`config.mk`:
```
export PLATFORM = sky130hd
export DESIGN_NAME = hs_deserializer
export DESIGN_NICKNAME = d
export VERILOG_FILES = /design/src/rtl/hs_deserializer.sv
export SDC_FILE = /design/constraint.sdc
export NUM_CORES = 1
export LEC_CHECK = 0
export CAP_MARGIN = 20
export CORE_ASPECT_RATIO = 0.7
export CORE_UTILIZATION = 52
export CTS_CLUSTER_DIAMETER = 100
export CTS_CLUSTER_SIZE = 24
export DETAILED_ROUTE_END_ITERATION = 10
export PLACE_DENSITY = 0.82
export SLEW_MARGIN = 20
export SYNTH_ARGS = -nofsm -noshare
export SYNTH_HDL_FRONTEND = slang
export SYNTH_SLANG_ARGS = --single-unit
```
`constraint.sdc`:
```
create_clock -name RxSymbolClkHS -period 2.37 [get_ports RxSymbolClkHS]
set_input_delay 0.3555 -clock RxSymbolClkHS [delete_from_list [all_inputs] [get_ports RxSymbolClkHS]]
set_output_delay 0.3555 -clock RxSymbolClkHS [all_outputs]
set_load 0.01 [all_outputs]
```
`src/rtl/hs_deserializer.sv`:
```
// C-PHY slave HS deserializer: hunts for the sync word, then packs WORD_SYMS-symbol groups into flip/rotation/polarity words.
// Word and pulses are registered on the edge that samples the last symbol; there is no backpressure, so every edge consumes a symbol.
module hs_deserializer #(
  parameter int WORD_SYMS = 7,
  parameter logic [3*WORD_SYMS-1:0] SYNC_PATTERN = 21'b011_100_100_100_100_100_011
) (
  input  logic                 RxSymbolClkHS,
  input  logic                 RstN,
  input  logic                 HsDeserializerEn,
  input  logic [2:0]           SymIn,
  output logic [WORD_SYMS-1:0] RxFlip,
  output logic [WORD_SYMS-1:0] RxRotation,
  output logic [WORD_SYMS-1:0] RxPolarity,
  output logic                 RxWordValid,
  output logic                 SyncDet,
  output logic                 Locked
);

  localparam int SW = 3 * WORD_SYMS;
  localparam int CW = (WORD_SYMS > 1) ? $clog2(WORD_SYMS) : 1;

  typedef enum logic [1:0] {IDLE, HUNT, LOCKED} state_t;

  state_t              state, stateNext;
  logic [SW-4:0]       shiftReg, shiftNext;
  logic [CW-1:0]       cnt, cntNext;
  logic [SW-1:0]       cand;
  logic                isSync, lastSym;
  logic                wordValidNext, syncDetNext, captureWord;
  logic [WORD_SYMS-1:0] flipCand, rotCand, polCand;

  assign cand    = {shiftReg, SymIn};
  assign isSync  = (cand == SYNC_PATTERN);
  assign lastSym = (cnt == CW'(WORD_SYMS - 1));

  // First symbol of the word sits in the top bits of cand and lands in the top bit of each word
  always_comb begin
    flipCand = '0;
    rotCand  = '0;
    polCand  = '0;
    for (int j = 0; j < WORD_SYMS; j++) begin
      flipCand[j] = cand[3*j+2];
      rotCand[j]  = cand[3*j+1];
      polCand[j]  = cand[3*j];
    end
  end

  always_ff @(posedge RxSymbolClkHS or negedge RstN) begin
    if (!RstN) state <= IDLE;
    else       state <= stateNext;
  end

  always_comb begin
    stateNext = state;
    if (!HsDeserializerEn) begin
      stateNext = IDLE;
    end else begin
      case (state)
        IDLE:    stateNext = HUNT;
        HUNT:    if (isSync) stateNext = LOCKED;
        LOCKED:  stateNext = LOCKED;
        default: stateNext = IDLE;
      endcase
    end
  end

  always_comb begin
    shiftNext     = shiftReg;
    cntNext       = cnt;
    wordValidNext = 1'b0;
    syncDetNext   = 1'b0;
    captureWord   = 1'b0;
    if (!HsDeserializerEn) begin
      shiftNext = '0;
      cntNext   = '0;
    end else begin
      case (state)
        IDLE: begin
          shiftNext = '0;
          cntNext   = '0;
        end
        HUNT: begin
          shiftNext = cand[SW-4:0];
          cntNext   = '0;
          syncDetNext = isSync;
        end
        LOCKED: begin
          shiftNext = cand[SW-4:0];
          if (lastSym) begin
            cntNext = '0;
            // An aligned sync word re-synchronises instead of being delivered as data
            if (isSync) begin
              syncDetNext = 1'b1;
            end else begin
              wordValidNext = 1'b1;
              captureWord   = 1'b1;
            end
          end else begin
            cntNext = cnt + CW'(1);
          end
        end
        default: begin
          shiftNext = '0;
          cntNext   = '0;
        end
      endcase
    end
  end

  always_ff @(posedge RxSymbolClkHS or negedge RstN) begin
    if (!RstN) begin
      shiftReg    <= '0;
      cnt         <= '0;
      RxFlip      <= '0;
      RxRotation  <= '0;
      RxPolarity  <= '0;
      RxWordValid <= 1'b0;
      SyncDet     <= 1'b0;
    end else begin
      shiftReg    <= shiftNext;
      cnt         <= cntNext;
      RxWordValid <= wordValidNext;
      SyncDet     <= syncDetNext;
      if (captureWord) begin
        RxFlip     <= flipCand;
        RxRotation <= rotCand;
        RxPolarity <= polCand;
      end
    end
  end

  assign Locked = (state == LOCKED);

endmodule
```
==> results.txt, run 1 <==
- The detailed router finished its first iteration with 39 violations.
- Setup repair after global routing left no endpoint under its margin.
* CTS H-tree depth: 2
- Area growth syn-to-layout: 24.9%
- Buffers added to address setup during post-CTS repair amount to 0.
- Proportion of layout cells with a drive suffix above 1: about 21%
- Clock-pin slew was measured on the worst setup and hold paths at about 0.080 ns.
- The cell count after synthesis came out at 131.
- Die area: between 3000 and 4000 um^2
- Kind of critical path: reg2reg
* Measured slew at the worst slew-check pin: about 0.46 ns
- # rows: 17
- Clock skew on the completed layout was measured at approximately 0.0034 ns.
- The clock reaches the later pin of the worst-skew pair after approximately 0.30 ns.
* Final total power: about 1.7 mW
- The analysis attributes to cell leakage a power of 1.20 nW.
* Initial antenna violation count: 0
* Min-Delay Path Depth: 1
- Max-cap violations in this run came to 0.
- The number of clock buffers added by TritonCTS is 5.
* Vias in the first global route: ~1200
- Worst hold slack after final layout: around 0.51 ns
* Final clock period utilization by the worst path: between 80% and 90%
- After detailed routing, the average wire length per cell comes to about 16 um.
* Run status: finished, final reports clean
* Leading cell types in the layout, fill and taps excluded: sky130_fd_sc_hd__dfrtp_1 (46), sky130_fd_sc_hd__clkdlybuf4s50_1 (28), sky130_fd_sc_hd__and3_1 (19)
- The worst setup path is launched from a register.
- Setup WS pre-CTS: approximately 0.17 ns
- Maximum operating frequency: approximately 0.51 GHz
- Router iterations before antenna repair: 4
- Buffer type at the clock tree root: sky130_fd_sc_hd__clkbuf_8
- Post-DR vias/cell: 5.52
* Sequential area share after synthesis: between 60% and 70%
- Final weighted congestion of routability-driven global placement: about 0.79
- Power spread over the standard cell area amounts to between 700 and 800 nW/um^2.
* Number of diodes: 0
* Mapped Nets: 140
* Wire length of the first global-routing pass: about 5600 um
* Starting Density: 56.8%
* Largest vdd supply drop: 0.000502 V
* Required time at the worst-slack endpoint: roughly 2.6 ns
- Horizontal extent of the die: approximately 74 um
* Worst Setup Slack, final: 0.403 ns
* Yosys reg bits: 46
- The worst hold path begins at shiftReg[16].
* Total instance count after detailed placement: ~210
* Antenna-violating nets left: 0
* Shortest clock period the worst path allows after layout: 1.97 ns
- The number of hold violations in the final report is 0.
* Max-slew violation count: 0
- The die is around 52 um tall.
- Adding up every negative setup slack in the final design gives 0 ns.
- DRC: 0
- Mean post-synth cell area: roughly 14 um^2
* Port Buffer Count: 29
- Destination of the worst register-to-register timing path: RxRotation[3]
- The worst register-to-register path begins at state[0].
* R2R cell count: 7
* Most frequent standard cell in the layout excluding fill and tap cells: sky130_fd_sc_hd__dfrtp_1
* Floorplan core area: around 3300 um^2
- Yosys warning count: 0
- The HPWL after detailed placement is between 2000 and 2500 um.
- Via count: approximately 1200
- Excluding fillers, the count of instances in the completed layout stands at between 200 and 250.
- Measured against its own limit, the worst slew margin works out to a little over two thirds.
- Area used by multi-input combinational logic: 663 um^2
* CTS tree: yes
* Largest net degree at the start of global routing: 28
* Global route total overflow: 0
* Final number of setup-violating endpoints: 0
- 30 I/O pins were placed.
- Global routing used roughly a fifth of the available tracks across all layers.
* Crit path max fanout: 12
* Buffer depth of the longest clock path: 2
* Total routed wirelength: roughly 3500 um
- Fill count: between 200 and 250
- Data on the critical path arrives at its endpoint at 2.16 ns.
* Post-synthesis instance area: between 1500 and 2000 um^2
- For hold timing, the worst endpoint is RxRotation[6].
* Worst hold-check path type: reg2reg
- Nets@finish: ~180
* Number of distinct library cells after synthesis: 28
- The worst register-to-register path has a setup slack of just over 0.4 ns.
- Summing all flip-flop and latch instances after layout gives ~1200 um^2.
- Crit end category: register
- The tree built by TritonCTS fans out to 46 sinks.
Yosys cell counts:
master                     count  area [um^2]
sky130_fd_sc_hd__o21bai_1      1         7.51
sky130_fd_sc_hd__nor4b_1       1         8.76
sky130_fd_sc_hd__ha_1          3         37.5
sky130_fd_sc_hd__buf_6         1         11.3
sky130_fd_sc_hd__and4bb_2      2         25.0
sky130_fd_sc_hd__inv_1         4         15.0
sky130_fd_sc_hd__mux2_4       14          210
sky130_fd_sc_hd__clkbuf_1      3         11.3
sky130_fd_sc_hd__a21oi_1       3         15.0
sky130_fd_sc_hd__o311ai_0      1         8.76
sky130_fd_sc_hd__and3_2        1         7.51
sky130_fd_sc_hd__nand2_1      10         37.5
sky130_fd_sc_hd__and3_1       19          119
sky130_fd_sc_hd__mux2i_1       1         10.0
sky130_fd_sc_hd__o21ai_4       1         16.3
sky130_fd_sc_hd__nor2_1        3         11.3
sky130_fd_sc_hd__nor4_1        1         6.26
sky130_fd_sc_hd__buf_12        1         20.0
sky130_fd_sc_hd__nor3_4        1         16.3
sky130_fd_sc_hd__mux2_2        2         22.5
sky130_fd_sc_hd__a22o_1        5         43.8
sky130_fd_sc_hd__nor4b_2       1         15.0
sky130_fd_sc_hd__nor3b_1       2         15.0
sky130_fd_sc_hd__nand3b_1      1         7.51
sky130_fd_sc_hd__nand4_2       1         12.5
sky130_fd_sc_hd__o21ai_0       1         5.00
sky130_fd_sc_hd__dfrtp_1      46         1150
sky130_fd_sc_hd__nor3_1        1         5.00
through the flow:
stage          cell area, um^2  util, %
2_1_floorplan             1870        -
3_3_place_gp              2220     67.2
3_5_place_dp              2220     67.2
4_1_cts                   2340     70.9
5_1_grt                   2340     70.9
6_report                  2340     70.9
where the power goes:
| group | internal [mW] | switching (mW) |
|---|---|---|
| combinational | 0.0913 | 0.158 |
| sequential | 0.818 | 0.0310 |
| clock | 0.316 | 0.260 |
| total | 1.22 | 0.449 |
cells by family (layout without fill, tap and decap cells):
kind of cell | count (synthesis) | count (layout) | synth area share [%]
multiplexers | 17 | 17 | 13.0
flip-flops | 46 | 46 | 61.5
AND/OR/NAND/NOR | 44 | 44 | 15.3
adder cells (fa/ha/maj) | 3 | 3 | 2.01
AO/OA/AOI/OAI | 12 | 12 | 5.15
buffers and inverters | 9 | 46 | 3.07
area by class of cell:
cell class,count,area share (%)
multi-input cells,76,28.4
well taps,47,2.51
clock buffers,5,2.94
flip-flops and latches,46,49.2
inverters,4,0.642
clock inverters,3,1.87
repair buffers,34,14.4
flip-flops by register name, indices dropped and copies added (netlist names):
name	count
cnt	3
shiftReg	18
RxPolarity	7
RxRotation	7
RxWordValid	1
state	2
SyncDet	1
RxFlip	7
layer usage:
metal	routed length, um	vias to the layer above	track usage [%]
met1	1550	599	25.4
met3	169	8	4.81
met5	0	-	0
met4	59	0	9.94
met2	1690	42	35.0
li1	-	537	-
worst max-delay path, cell delays in order, from the launching register on:
cell and delay [ns]:
sky130_fd_sc_hd__dfrtp_1 0.41, sky130_fd_sc_hd__inv_1 0.10, sky130_fd_sc_hd__ha_1 0.19, sky130_fd_sc_hd__nand2_1 0.15, sky130_fd_sc_hd__nor3_4 0.37, sky130_fd_sc_hd__o21ai_4 0.12, sky130_fd_sc_hd__buf_4 0.22, sky130_fd_sc_hd__mux2_4 0.31
timing repair:
item,4_1_cts,5_1_grt
hold buffers,1,0
endpoints found under the hold margin,19,0
gates resized for setup,0,0
how the worst max path moves through the flow:
stage | cells past startpoint | startpoint | endpoint
after detailed placement | 6 | SymIn[2] | RxPolarity[3]
final | 7 | state[0] | RxRotation[3]
after CTS | 7 | state[0] | RxRotation[3]
after floorplan | 7 | state[0] | RxFlip[2]
after global placement | 6 | SymIn[2] | RxFlip[5]
after global routing | 7 | state[0] | RxFlip[4]
No activity file was read; power rests on OpenSTA's default activity.
==> run 2, diff against run 1 <==
--- a/config.mk
+++ b/config.mk
@@ -7,11 +7,11 @@
 export LEC_CHECK = 0
 export CAP_MARGIN = 20
 export CORE_ASPECT_RATIO = 0.7
-export CORE_UTILIZATION = 52
+export CORE_UTILIZATION = 47
 export CTS_CLUSTER_DIAMETER = 100
 export CTS_CLUSTER_SIZE = 24
 export DETAILED_ROUTE_END_ITERATION = 10
-export PLACE_DENSITY = 0.82
+export PLACE_DENSITY = 0.78
 export SLEW_MARGIN = 20
 export SYNTH_ARGS = -nofsm -noshare
 export SYNTH_HDL_FRONTEND = slang
==> constraint.sdc (replaced) <==
create_clock -name RxSymbolClkHS -period 1.8 [get_ports RxSymbolClkHS]
set_input_delay 0.27 -clock RxSymbolClkHS [delete_from_list [all_inputs] [get_ports RxSymbolClkHS]]
set_output_delay 0.27 -clock RxSymbolClkHS [all_outputs]
set_load 0.01 [all_outputs]
==> results.txt, run 2 (same netlist as run 1, synthesis figures left out) <==
* Shortest clock period the worst path allows after layout: 1.76 ns
- The number of antenna diodes in the final layout is 0.
- The tree is rooted in a sky130_fd_sc_hd__clkbuf_8.
- Largest net degree at the start of global routing: 23
- Horizontal extent of the die: between 70 and 80 um
- The clock arrives with roughly 0.0063 ns of skew.
- Max-cap check violation count: 0
- The count of buffers added on input and output ports is 29.
- CTS built an H-tree with a depth of 2.
- The worst path meets setup with 0.0406 ns of slack.
- At the end of routability-driven placement, the weighted congestion stood at 0.774.
- For this run, design rule violations remaining after detail routing come to 0.
* Maximum operating frequency: between 0.5 and 0.6 GHz
- Setup WS pre-CTS: -0.291 ns
- Library cell contributing the largest single delay on the critical path: sky130_fd_sc_hd__dfrtp_1
- The total overflow left after global routing is 0.
- Sink Count: 46
- The post-route netlist has 26.3% of its cells at a drive strength greater than 1.
- Overall power consumption after layout is estimated at ~2.1 mW.
- Among cell families on the critical path, the largest total delay comes from simple AND/OR/NAND/NOR gates.
* Measured slew at the worst slew-check pin: between 0.4 and 0.5 ns
- The worst register-to-register path has a setup slack of 0.04 ns.
* Starting Density: between 50% and 60%
- The final max-slew violation count was 0.
- In the final routed layout, each cell accounts on average for 16.5 um.
- The floorplan has 18 rows.
- Cells traversed along the worst timing path: nor4b_4 -> nand4_2 -> o21ai_4 -> buf_12 -> mux2_4
* Total routed wirelength: 3770 um
- Startpoint types: register
- The register with the most flip-flops in the layout has 18 of them.
* Crit end category: register
* Wire length of the first global-routing pass: roughly 5700 um
- The area growth from synthesis to layout is 29.9%.
* Hold violation count in the final report: 0
* Crit path max fanout: 16
- The worst register-to-register path ends at RxPolarity[6].
- Buffer depth of the longest clock path: 2
- Post-CTS clock slew at the launch and capture registers of the worst setup and hold paths: about 0.09 ns
- The largest single stage delay on the critical path is 0.41 ns.
- For this design the static power due to leakage is 1.27 nW.
- Buffering stage count on the worst path with inverters included: 1
- Clock latency on the worst-skew pair, taken at its later pin, is around 0.3 ns.
- Relative slew slack: a little under three quarters
- CTS tree: yes
- For this design the ratio of total power to cell area is 874 nW/um^2.
- The first routing iteration left 51 violations.
- The flow ran to the end, and the final reports show no timing, DRC or antenna violations.
- Required time at the worst-slack endpoint: 1.99 ns
- Reg-to-Reg Start: shiftReg[3]
- Most frequent standard cell in the layout excluding fill and tap cells: sky130_fd_sc_hd__dfrtp_1
* Final clock period utilization by the worst path: a little over nine tenths
- In this run the standard cell core region covers roughly 3700 um^2.
- Initial antenna violation count: 0
- Counting the buffers created by CTS gives 5.
* Router iterations before antenna repair: 4
- The floorplan step defined a die boundary enclosing approximately 4200 um^2.
- The critical path is of the reg2reg type.
* Antenna-violating nets left: 0
- The die is roughly 55 um tall.
- After detailed routing, the number of vias per cell comes to 5.33.
* R2R cell count: 5
* Via count: 1220
- Hpwl dp: around 2500 um
* Nets@finish: 187
- Data on the critical path arrives at its endpoint at about 2.0 ns.
* Final number of setup-violating endpoints: 0
- Overall Global Routing Usage: a little under a fifth
* Unrepaired setup endpoints after global routing: yes
- Across all hold checks on the routed design, the worst slack comes to around 0.43 ns.
- The worst hold path belongs to the class in2async.
- Biggest register: shiftReg
- IR analysis of the VDD net gives a maximum drop of 0.000840 V.
* Vias in the first global route: 1160
- In this run the count of I/O pins placed on the die edge is 30.
- In the layout the commonest cells are sky130_fd_sc_hd__dfrtp_1 (46), sky130_fd_sc_hd__clkdlybuf4s50_1 (27), sky130_fd_sc_hd__and3_1 (19).
## run 2: changes by cell type in the layout (fill, tap and decap cells not counted), sizes merged
| cell | delta |
|---|---|
| inv | -1 |
| clkdlybuf4s50 | -1 |
| dlygate4sd2 | +1 |
| bufinv | -1 |
| clkinv | +1 |
| buf | +11 |
| clkbuf | +1 |
## run 2: repair_timing
action / in CTS / in global routing
pin swaps: 1 / 3
hold endpoints to repair: 18 / 0
hold buffers: 1 / 0
buffers inserted: 1 / 1
setup endpoints to repair: 17 / 16
resized for setup: 1 / 4
## run 2: how the worst max path moves through the flow
stage,cells past startpoint,slack [ns],from,end
floorplan,7,0.007,state[0],RxFlip[2]
global route,5,-0.04,shiftReg[10],RxFlip[2]
global placement,6,-0.23,SymIn[0],RxPolarity[6]
detailed placement,6,-0.29,SymIn[0],RxPolarity[6]
finish,5,0.04,shiftReg[3],RxPolarity[6]
CTS,5,0.004,shiftReg[3],RxPolarity[6]
## run 2: layout make-up
type	instances	area [um^2]
clock buffers	6	72.6
multi-input cells	76	686
flip-flops and latches	46	1150
fillers	284	1240
repair buffers	45	432
clock inverters	2	13.8
well taps	50	62.6
inverters	4	15.0
## run 2: worst register-to-register path, stage by stage, from the launching register on
cell                      delay (ns)
sky130_fd_sc_hd__dfrtp_1        0.41
sky130_fd_sc_hd__nor4b_4        0.32
sky130_fd_sc_hd__nand4_2        0.16
sky130_fd_sc_hd__o21ai_4        0.25
sky130_fd_sc_hd__buf_12         0.19
sky130_fd_sc_hd__mux2_4         0.31
## run 2: power breakdown
part / leakage [nW] / internal (mW) / switching (mW)
registers: 0.640 / 1.08 / 0.0420
logic: 0.582 / 0.150 / 0.230
clock network: 0.0452 / 0.274 / 0.352
total: 1.27 / 1.50 / 0.624
## run 2: per-layer routing
metal | up-vias | global-route usage [%] | share of wire, %
met5 | - | 0 | 0
met4 | 0 | 6.60 | 0.74
met3 | 5 | 4.67 | 3.4
met2 | 32 | 31.1 | 49
met1 | 623 | 24.4 | 47
li1 | 560 | - | -
## run 2: metrics by stage
stage	area, um^2	util [%]	std cells	setup TNS [ns]
finish	2430	66.3	229	0
global route	2430	66.3	229	-0.317
CTS	2400	65.4	228	0
detailed placement	2300	62.6	218	-4.64
global placement	2300	62.6	218	-3.42
floorplan	1870	-	131	0
==> run 3, diff against run 2 <==
--- a/config.mk
+++ b/config.mk
@@ -7,11 +7,11 @@
 export LEC_CHECK = 0
 export CAP_MARGIN = 20
 export CORE_ASPECT_RATIO = 0.7
-export CORE_UTILIZATION = 47
+export CORE_UTILIZATION = 52
 export CTS_CLUSTER_DIAMETER = 100
 export CTS_CLUSTER_SIZE = 24
 export DETAILED_ROUTE_END_ITERATION = 10
-export PLACE_DENSITY = 0.78
+export PLACE_DENSITY = 0.82
 export SLEW_MARGIN = 20
 export SYNTH_ARGS = -nofsm -noshare
 export SYNTH_HDL_FRONTEND = slang
==> constraint.sdc (replaced) <==
create_clock -name RxSymbolClkHS -period 1.9 [get_ports RxSymbolClkHS]
set_input_delay 0.285 -clock RxSymbolClkHS [delete_from_list [all_inputs] [get_ports RxSymbolClkHS]]
set_output_delay 0.285 -clock RxSymbolClkHS [all_outputs]
set_load 0.01 [all_outputs]
==> results.txt, run 3 (same netlist as run 1, synthesis figures left out) <==
- Run status: finished, final reports clean
* Max-slew violation count: 0
* Die height: between 50 and 60 um
- Total instance count after detailed placement: between 200 and 250
* Horizontal extent of the die: around 74 um
- Switch share: between 20% and 30%
* Hpwl dp: ~2300 um
* Measured slew at the worst slew-check pin: roughly 0.56 ns
* Antenna-violating nets left: 0
- Library cell contributing the largest single delay on the critical path: sky130_fd_sc_hd__dfrtp_1
- The finished layout holds 221 standard cells, fillers aside.
- Top-Level Pins: 30
* Leading cell types in the layout, fill and taps excluded: sky130_fd_sc_hd__dfrtp_1 (46), sky130_fd_sc_hd__clkdlybuf4s50_1 (28), sky130_fd_sc_hd__and3_1 (19)
- Crit path DAT: about 2.0 ns
* Area growth syn-to-layout: 27.4%
* Buffering stage count on the worst path with inverters included: 1
* Flip-flop count of the largest register after layout: 18
- In the final layout, the multi-input gates occupy between 600 and 700 um^2.
- Post-DR vias/cell: between 5 and 6
- Total clock buffers created by CTS: 5
- Cell internal power was estimated by the tool at ~1.6 mW.
- The via count of the first global-routing pass is approximately 1100.
- Static timing analysis puts the maximum clock frequency at about 0.54 GHz.
* CTS H-tree depth: 2
- For this block, the initial DRC count from the detailed router was 54.
- CP peak stage delay: around 0.40 ns
- Detailed-route wire length per cell: 15.2 um
- The initial utilization of the core area, before any placement, comes to approximately 57%.
- Total routed wirelength: between 3000 and 4000 um
* # rows: 17
- For this run, the total global-route usage over all layers was measured as between 20 and 25%.
- Relative slew slack: 62.7%
* Startpoint types: register
* P_sw: ~0.55 mW
- Max-cap check violation count: 0
* Clock power frac: 33.9%
- The number of antenna diodes in the final layout is 0.
- Hold buffer count at cts: 0
- In the final design database the tool counted approximately 180 nets.
- Of the total power, combinational logic draws between 15 and 20%.
* CTS tree: yes
- The worst path needs around 1.8 ns of the cycle, external delays included.
- The clock passes through at most 2 buffers.
* Die area: a little under 4000 um^2
* Via count: approximately 1100
* Worst Skew: between 0.006 and 0.007 ns
- Crit path max fanout: 5
- Biggest register: shiftReg
* Power density over cell area: 893 nW/um^2
* Post-CTS clock slew at the launch and capture registers of the worst setup and hold paths: 0.08 ns
- Buffer type at the clock tree root: sky130_fd_sc_hd__clkbuf_8
- After layout, the worst path uses a little over nine tenths of the clock period.
- Data on the critical path is required at its endpoint by roughly 2.1 ns.
- FF/Latch Area: 1150 um^2
- Crit end category: register
* Initial antenna violation count: 0
- Summed over all cells, the static leakage comes to between 1 and 1.5 nW.
- Kind of critical path: reg2reg
- Cells traversed along the worst timing path: nor4b_1 -> nand2_1 -> o21ai_4 -> buf_4 -> mux2_2
- Final design utilization: ~72%
- Routability-driven placement finished with a final weighted congestion of between 0.7 and 0.8.
- Largest net degree at the start of global routing: 47
- Final number of setup-violating endpoints: 0
- The min-delay analysis places its worst path in the category in2async.
* Wire length of the first global-routing pass: 5430 um
- Broken down by cell family, the worst path's largest delay share belongs to simple AND/OR/NAND/NOR gates.
* Worst hold slack after final layout: 0.0603 ns
- Fill count: ~220
* Port Buffer Count: 29
- For this run the aggregate overflow at the end of global routing stands at 0.
- Floorplan core area: 3300 um^2
- Most frequent standard cell in the layout excluding fill and tap cells: sky130_fd_sc_hd__dfrtp_1
* Clock latency on the worst-skew pair: 0.29 ns
* DRC: 0
- Relative contribution of sequential cells to total power: between 40% and 50%
* Proportion of layout cells with a drive suffix above 1: 24.7%
- Sink Count: 46
- Largest vdd supply drop: approximately 0.00075 V
* Router iterations before antenna repair: 4
* Hold violation count in the final report: 0
run 3: power by group through the flow:
stage | registers, mW | logic [mW] | clock network (mW)
after floorplan | 1.07 | 0.208 | 0
after global placement | 1.07 | 0.319 | 0
after detailed placement | 1.08 | 0.341 | 0
after CTS | 1.06 | 0.342 | 0.737
after global routing | 1.07 | 0.379 | 0.787
final | 1.06 | 0.346 | 0.721
run 3: worst paths after layout:
kind	end	slack [ns]	depth (start not counted)	start
setup / recovery	RxFlip[0]	0.06	5	shiftReg[10]
hold / removal	shiftReg[13]	0.06	2	RstN
setup reg to reg	RxFlip[0]	0.06	5	shiftReg[10]
hold reg to reg	RxRotation[5]	0.50	1	RxRotation[5]
max in group asynchronous	RxFlip[1]	1.45	2	RstN
min in group RxSymbolClkHS	RxRotation[5]	0.50	1	RxRotation[5]
run 3: area by class of cell:
cell class                      instances  area share (%)
Multi-Input combinational cell         76            28.2
Timing Repair Buffer                   41            15.7
Tap cell                               47            2.47
Clock buffer                            6            3.46
Sequential cell                        46            48.3
Clock inverter                          1            1.26
Inverter                                4           0.630
run 3: timing repair:
item                                    4_1_cts  5_1_grt
gates resized for setup                       0        1
endpoints found under the setup margin        0        6
setup buffers                                 0        2
run 3: routing by layer:
layer	GRT usage (%)	up-vias	wire length, um
met5	0	-	0
met1	27.3	561	1570
met2	31.2	29	1580
li1	-	549	-
met3	5.19	8	148
met4	10.6	0	70
run 3: per-stage QoR:
stage / TNS, ns / instance area [um^2] / setup slack, ns / power, mW
final: 0 / 2380 / 0.0624 / 2.13
after global placement: -1.63 / 2250 / -0.123 / 1.39
after CTS: 0 / 2360 / 0.0462 / 2.14
after global routing: -0.00875 / 2380 / -0.00875 / 2.23
after detailed placement: -2.06 / 2250 / -0.153 / 1.42
after floorplan: 0 / 1870 / 0.107 / 1.27
